## config.mk

```make
export PLATFORM = sky130hd
export DESIGN_NAME = pcie_dma_burst_master
export DESIGN_NICKNAME = d
export VERILOG_FILES = /design/src/rtl/pcie_dma_burst_master.sv
export SDC_FILE = /design/constraint.sdc
export NUM_CORES = 1
export LEC_CHECK = 0
export CELL_PAD_IN_SITES_DETAIL_PLACEMENT = 0
export CELL_PAD_IN_SITES_GLOBAL_PLACEMENT = 1
export CORE_ASPECT_RATIO = 1.4
export CORE_MARGIN = 1.5
export CORE_UTILIZATION = 37
export CTS_CLUSTER_SIZE = 20
export DETAILED_ROUTE_END_ITERATION = 8
export GPL_ROUTABILITY_DRIVEN = 0
export PLACE_DENSITY_LB_ADDON = 0.2
export SLEW_MARGIN = 20
export SYNTH_ARGS = -nofsm -noshare
export SYNTH_HDL_FRONTEND = slang
export SYNTH_SLANG_ARGS = --single-unit
```

## constraint.sdc

```tcl
create_clock -name clk -period 11.2 [get_ports clk]
set_input_delay 1.12 -clock clk [delete_from_list [all_inputs] [get_ports clk]]
set_output_delay 1.12 -clock clk [all_outputs]
set_load 0.03 [all_outputs]
```

## src/rtl/pcie_dma_burst_master.sv

```systemverilog
// Avalon-MM burst master from the DMA engine to the PCIe txs port.
// Issues multi-beat read/write bursts; a progress watchdog aborts hung transfers.
module pcie_dma_burst_master #(
    parameter int DATA_WIDTH     = 32,
    parameter int ADDR_WIDTH     = 32,
    parameter int BURST_WIDTH    = 10,
    parameter int TIMEOUT_CYCLES = 4096
) (
    input  logic                    clk,
    input  logic                    reset,
    input  logic                    dma_request,
    input  logic                    dma_wrdn,
    input  logic [ADDR_WIDTH-1:0]   dma_addr,
    input  logic [BURST_WIDTH-1:0]  dma_xfer_cnt,
    input  logic [DATA_WIDTH-1:0]   dma_data,
    input  logic [DATA_WIDTH/8-1:0] dma_cbe,
    output logic                    dma_src_en,
    output logic                    dma_data_vld,
    output logic [DATA_WIDTH-1:0]   dma_rd_data,
    output logic                    dma_complete,
    output logic                    dma_error,
    output logic                    dma_lat_timeout,
    output logic                    busy,
    output logic                    txs_chip_select,
    output logic                    txs_read,
    output logic                    txs_write,
    output logic [ADDR_WIDTH-1:0]   txs_address,
    output logic [BURST_WIDTH-1:0]  txs_burst_count,
    output logic [DATA_WIDTH-1:0]   txs_writedata,
    output logic [DATA_WIDTH/8-1:0] txs_byteenable,
    input  logic                    txs_read_valid,
    input  logic [DATA_WIDTH-1:0]   txs_readdata,
    input  logic                    txs_wait_request
);
    localparam int BE_WIDTH = DATA_WIDTH / 8;
    localparam int WD_W     = $clog2(TIMEOUT_CYCLES + 1);
    localparam logic [BURST_WIDTH-1:0] MAX_BURST = BURST_WIDTH'(2 ** (BURST_WIDTH - 1));
    localparam logic [WD_W-1:0]        WD_LAST   = WD_W'(TIMEOUT_CYCLES - 1);

    typedef enum logic [2:0] {IDLE, RD_CMD, RD_DATA, WR, DONE} state_t;

    state_t                 r_state;
    logic [BURST_WIDTH-1:0] r_beats_left;
    logic [WD_W-1:0]        r_wdog;

    logic w_cnt_ok, w_active, w_rd_accept, w_rd_beat, w_rd_done;
    logic w_wr_accept, w_more, w_progress, w_timeout;

    assign w_cnt_ok    = (dma_xfer_cnt != '0) && (dma_xfer_cnt <= MAX_BURST);
    assign w_active    = (r_state == RD_CMD) || (r_state == RD_DATA) || (r_state == WR);
    assign w_rd_accept = (r_state == RD_CMD) && !txs_wait_request;
    // A beat returned in the same cycle the command is accepted still counts.
    assign w_rd_beat   = ((r_state == RD_CMD) || (r_state == RD_DATA)) && txs_read_valid
                         && (r_beats_left != '0);
    assign w_rd_done   = (r_state == RD_DATA) && (r_beats_left == '0);
    assign w_wr_accept = (r_state == WR) && txs_write && !txs_wait_request;
    assign w_more      = r_beats_left > BURST_WIDTH'(1);
    assign w_progress  = w_rd_accept || w_rd_beat || w_wr_accept;
    assign w_timeout   = w_active && !w_progress && !w_rd_done && (r_wdog == WD_LAST);

    // Producer handshake: first beat on the launch edge, then one per accepted non-final beat.
    assign dma_src_en = ((r_state == IDLE) && dma_request && dma_wrdn && w_cnt_ok)
                        || (w_wr_accept && w_more);

    always_ff @(posedge clk or posedge reset) begin
        if (reset) begin
            r_state         <= IDLE;
            r_beats_left    <= '0;
            r_wdog          <= '0;
            busy            <= 1'b0;
            dma_data_vld    <= 1'b0;
            dma_rd_data     <= '0;
            dma_complete    <= 1'b0;
            dma_error       <= 1'b0;
            dma_lat_timeout <= 1'b0;
            txs_chip_select <= 1'b0;
            txs_read        <= 1'b0;
            txs_write       <= 1'b0;
            txs_address     <= '0;
            txs_burst_count <= '0;
            txs_writedata   <= '0;
            txs_byteenable  <= '0;
        end else begin
            dma_data_vld    <= w_rd_beat;
            dma_complete    <= 1'b0;
            dma_error       <= 1'b0;
            dma_lat_timeout <= 1'b0;
            if (w_rd_beat)
                dma_rd_data <= txs_readdata;

            if (w_timeout) begin
                txs_chip_select <= 1'b0;
                txs_read        <= 1'b0;
                txs_write       <= 1'b0;
                dma_lat_timeout <= 1'b1;
                dma_complete    <= 1'b1;
                dma_error       <= 1'b1;
                r_wdog          <= '0;
                r_state         <= DONE;
            end else begin
                if (w_active)
                    r_wdog <= w_progress ? '0 : r_wdog + 1'b1;
                else
                    r_wdog <= '0;

                case (r_state)
                    IDLE: begin
                        if (dma_request) begin
                            busy         <= 1'b1;
                            r_beats_left <= dma_xfer_cnt;
                            if (!w_cnt_ok) begin
                                dma_complete <= 1'b1;
                                dma_error    <= 1'b1;
                                r_state      <= DONE;
                            end else begin
                                txs_chip_select <= 1'b1;
                                txs_address     <= dma_addr;
                                txs_burst_count <= dma_xfer_cnt;
                                if (dma_wrdn) begin
                                    txs_write      <= 1'b1;
                                    txs_writedata  <= dma_data;
                                    txs_byteenable <= ~dma_cbe;
                                    r_state        <= WR;
                                end else begin
                                    txs_read       <= 1'b1;
                                    txs_byteenable <= {BE_WIDTH{1'b1}};
                                    r_state        <= RD_CMD;
                                end
                            end
                        end
                    end
                    RD_CMD: begin
                        if (w_rd_beat)
                            r_beats_left <= r_beats_left - 1'b1;
                        if (w_rd_accept) begin
                            txs_read <= 1'b0;
                            r_state  <= RD_DATA;
                        end
                    end
                    RD_DATA: begin
                        // Completion waits one cycle so it trails the last dma_data_vld.
                        if (w_rd_done) begin
                            txs_chip_select <= 1'b0;
                            dma_complete    <= 1'b1;
                            r_state         <= DONE;
                        end else if (w_rd_beat) begin
                            r_beats_left <= r_beats_left - 1'b1;
                        end
                    end
                    WR: begin
                        if (w_wr_accept) begin
                            if (w_more) begin
                                txs_writedata  <= dma_data;
                                txs_byteenable <= ~dma_cbe;
                                r_beats_left   <= r_beats_left - 1'b1;
                            end else begin
                                txs_write       <= 1'b0;
                                txs_chip_select <= 1'b0;
                                dma_complete    <= 1'b1;
                                r_state         <= DONE;
                            end
                        end
                    end
                    DONE: begin
                        busy    <= 1'b0;
                        r_state <= IDLE;
                    end
                    default: r_state <= IDLE;
                endcase
            end
        end
    end
endmodule

```

**Word level (Yosys, flattened, before mapping)**

Cells that the tools add are included.

- Flip-flop bits (word level): 144
- Word-level logic and storage cells: 142
- Output and inout bits: 119
- Bits of input ports: 116

- Equal/unequal tests: 19
- Reduce and logical (&&, ||, !) cells: 41
- Muxes and demuxes: 60
- $add $sub $neg: 2
- $lt $le $gt $ge: 2
- Bitwise gates (word level): 2

Operators with widths:

| kind | number |
|---|---|
| two-way mux 32 bit | 5 |
| one-hot mux 32 bit (2 select lines) | 1 |
| two-way mux 10 bit | 5 |
| one-hot mux 10 bit (4 select lines) | 1 |
| two-way mux 13 bit | 3 |
| two-way mux 1 bit | 25 |
| inequality test 3 bit, second input constant | 8 |
| AND reduction 6 bit | 4 |
| two-way mux 3 bit | 7 |
| two-way mux 4 bit | 5 |
| nonzero test 10 bit | 2 |
| logical AND 1 bit | 14 |
| adder 13 x 1 -> 13 bit, second input constant | 1 |
| equality test 13 x 12 -> 1 bit, second input constant | 1 |
| inequality test 2 bit, second input constant | 6 |
| one-hot mux 3 bit (4 select lines) | 1 |
| > comparator 10 x 1 -> 1 bit, second input constant | 1 |
| <= comparator 10 bit, second input constant | 1 |
| logical NOT 10 bit | 1 |
| AND reduction 5 bit | 2 |
| subtractor 10 x 1 -> 10 bit, second input constant | 1 |
| one-hot mux 4 bit (2 select lines) | 1 |
| nonzero test 4 bit | 2 |
| AND reduction 7 bit | 1 |
| 15 further kinds | 27 |

**Longest topological paths before layout**

- Depth after elaboration: 12
- Mapped depth: 9
- Gate-level depth less buffers: 7

**Worst setup path before layout**

No wires, ideal clock.

- Kind: input -> output
- Start: in dma_xfer_cnt[3]
- End: out dma_src_en
- Arrival: 2,504 ps
- Cell stages on the path: 5
- Path buffers: 1
- Slack: 7,576 ps
- Required time: 10,080 ps
- Cell sequence: nor4_1 -> and4_1 -> nor3_2 -> nor3_4 -> buf_12

- Word-level cells in the longest chain between the ends: 4
- Elaborated cells between the ends (all ways): 5
- Classes of those cells: order compare: 1; reduce/logical: 4

RTL lines:

| item | RTL line | text |
|---|---|---|
| from (decl) | 14 | `input logic [BURST_WIDTH-1:0] dma_xfer_cnt,` |
| <= comparator 10 bit / nonzero test 10 bit (equally long branches) | 49 | `assign w_cnt_ok = (dma_xfer_cnt != '0) && (dma_xfer_cnt <= MAX_BURST);` |
| logical AND 1 bit (*) | 49 |  |
| logical AND 1 bit (*) | 62 | `assign dma_src_en = ((r_state == IDLE) && dma_request && dma_wrdn && w_cnt_ok)` |
| logical OR 1 bit (*) | 63 | `\|\| (w_wr_accept && w_more);` |
| to (decl) | 17 | `output logic dma_src_en,` |

Every way passes the cells marked *; elsewhere a longest branch is shown, timed or not.

**Final worst setup path**

Ends and elaborated chain as after synthesis.

==> results.md <==
- Drt wl/cell: 17.66 µm
- Synth Instances: 476
- Vias: 4694
- Tmin final: 5.348 ns
- FMAX: 187.0 MHz
- Final setup vio count: 0
- Reg area: 0.003603 mm²
- Final Hold Vio Count: 0
- Total wire length: 16.37 mm
- Antenna diodes: 0
- DP Worst Slack: 5.832 ns
- TritonCTS clock tree: built
- LEAKAGE: 3.857 nW
- Slew @ Worst Pin: 1.067 ns
- Root buf cell: clkbuf_16
- Post-CTS sizing: 0
- Sink Count: 144
- Number of synthesized flops with an enable pin: 0
- Rows: 56
- Die X-Extent: 113.2 µm
- Die area: 0.01781 mm²
- Net count, final: 830
- Vias in the first global route: 5086
- Most frequent cells in the layout: clkdlybuf4s50_1 (234), dfrtp_1 (144), mux2_2 (81)
- RSZ-0062 raised after global routing: no
- Crit path launch: dma_xfer_cnt[3]
- Synth async-reset ratio: 1.000
- Max Root-Sink Buffers: 2
- Worst Path Required: 10.08 ns
- Met3 wire length: 1.221 mm
- Min-Delay Path Class: flip-flop to flip-flop
- Crit share post-route: 0.4775
- Skew final: 0.01177 ns
- Normalized max-slew margin: 0.2857
- Placed cell areas: 0.008767 mm²
- Clock latency at the later pin of the worst-skew pair: 0.43 ns
- Fin area: 0.009404 mm²
- Crit path launch type: primary input
- Hold slack: 0.5033 ns
- Setup bufs post-CTS: 0
- Yosys reg bits: 144
- R2R Setup Slk: 8.17 ns
- Multi-input logic area: 0.002509 mm²
- Largest net degree at the start of global routing: 77
- CTS Buf Count: 17
- Count of input and output buffers: 234
- Cell area after synthesis: 0.006291 mm²
- Commonest non-fill, non-tap cell in the layout: clkdlybuf4s50_1
- VDD IR max: 182.0 µV
- Synth cell types: 56
- Crit path kind: primary input to output port
- CTS HTree Levels: 4
- Yosys Warn Count: 0
- Worst endpoint data arrival time: 4.23 ns
- Synth-to-layout area growth: 49.48%
- Vias per Instance: 5.064
- Met1 WL: 6.319 mm
- Worst-path clk slew: 0.06 ns
- Net Count, Synth: 595
- Post-route ant nets: 0
- Fillcell total: 1439
- Worst setup margin: 5.852 ns
- Core box area: 0.01668 mm²
- Power Density: 323.8 mW/mm²
- Post-synthesis sequential area ratio: 0.5728
- Total GRT Usage: 0.1901
- Critical path fanouts, max: 33
- Reg2Reg Depth: 5
- Drt first-iter violations: 247
- Met2 Wirelength: 8.176 mm
- Max-cap violation count: 0
- Post-DP HPWL: 11.95 mm
- # hold bufs at CTS: 0
- Number of remaining DRC errors: 0
- Global-route wire length before repair: 26.08 mm
- Dominant synthesized flop cell: dfrtp_1
- Post-route insts no fill: 927
- Worst setup EP type: output port
- WHS Path Cells: 1
- Placed insts: 895
- Setup TNS: 0 ns
- Reg2Reg Capture Point: txs_address[1]
- Status: finished clean
- Drt first pass iters: 4
- Initial antenna violation count: 0
- R2R Path Start: r_state[2]
- Final Max Tran Viols: 0
- Starting density of the core: 0.3773
- Fraction of layout cells with a size suffix above 1: 0.2224
- Die Ht: 157.3 µm
- End of the critical path: dma_src_en
- I/O pin count: 235
- GRT Residual Overflow: 0
- Highest routed layer: met4
- Syn avg cell area: 13.22 µm²
-- critical path: stages --
cell             delay, ns
clkdlybuf4s50_1       0.45
nor4_1                0.77
and4_1                0.33
nor3_2                0.08
nor3_4                0.17
buf_4                 0.50
clkdlybuf4s50_1       0.78
-- through the flow --
step                  util  total power (W)
finish              0.5639         0.003045
global route        0.5639         0.003216
CTS                 0.5638         0.003080
detailed placement  0.5257         0.002458
global placement    0.5257         0.002432
floorplan                -         0.001876
-- Yosys cell counts (all sizes together) (7+ instances only) --
cell	instances	area share
a21oi	15	0.012
a31oi	7	0.0070
buf	18	0.023
dfrtp	144	0.57
inv	7	0.0042
mux2	110	0.21
nand2	24	0.014
nand3	15	0.012
nor2	31	0.018
nor3	14	0.014
o21ai	13	0.010
-- power breakdown --
group / total (W) / switching, W / leakage, nW / internal (W)
logic: 0.00153 / 0.000805 / 1.83 / 0.000722
clock network: 0.000604 / 0.000227 / 0.307 / 0.000377
registers: 0.000914 / 0.000154 / 1.72 / 0.000760
-- cells by family (layout without fill, tap and decap cells) --
kind of cell               Yosys count  in the layout  synth area share
DFF                                144            144            0.5728
and+or+nand+nor                    118            118           0.09746
muxes                              111            111            0.2158
AOI/OAI and AO/OA                   59             59           0.06126
xor gates and xnor gates            12             12           0.01671
buffers and inverters               29            277           0.03003
adders and majority gates            3              3          0.005967
-- worst min-delay path by stage --
stage,startpoint,to,slack (ns)
after floorplan,r_wdog[0],r_wdog[0],0.45
after global placement,r_wdog[0],r_wdog[0],0.47
after detailed placement,r_wdog[0],r_wdog[0],0.48
after CTS,txs_burst_count[8],txs_burst_count[8],0.51
after global routing,dma_rd_data[7],dma_rd_data[7],0.52
final,r_wdog[0],r_wdog[0],0.50
-- area by class of cell --
class | count | share of cell area
sequential | 144 | 0.3832
multi-input combinational | 303 | 0.2668
timing repair buffer | 238 | 0.2523
clock buffer | 18 | 0.04564
tap | 203 | 0.02701
clock inverter | 14 | 0.02182
inverter | 7 | 0.003326
-- metal layers --
layer / vias up / track usage
met1: 2279 / 0.2133
met4: 0 / 0.09821
met2: 201 / 0.3189
li1: 2172 / -
met3: 42 / 0.06700
met5: - / 0
-- sequential cells by signal (all words and copies together), names as in the netlist --
register,count
dma_complete,1
txs_burst_count,10
txs_address,32
r_wdog,13
r_beats_left,10
txs_writedata,32
txs_chip_select,1
busy,1
dma_data_vld,1
txs_byteenable,4
dma_rd_data,32
txs_read,1
dma_error,1
r_state,3
dma_lat_timeout,1
txs_write,1
(Power assumes the default switching activity.)
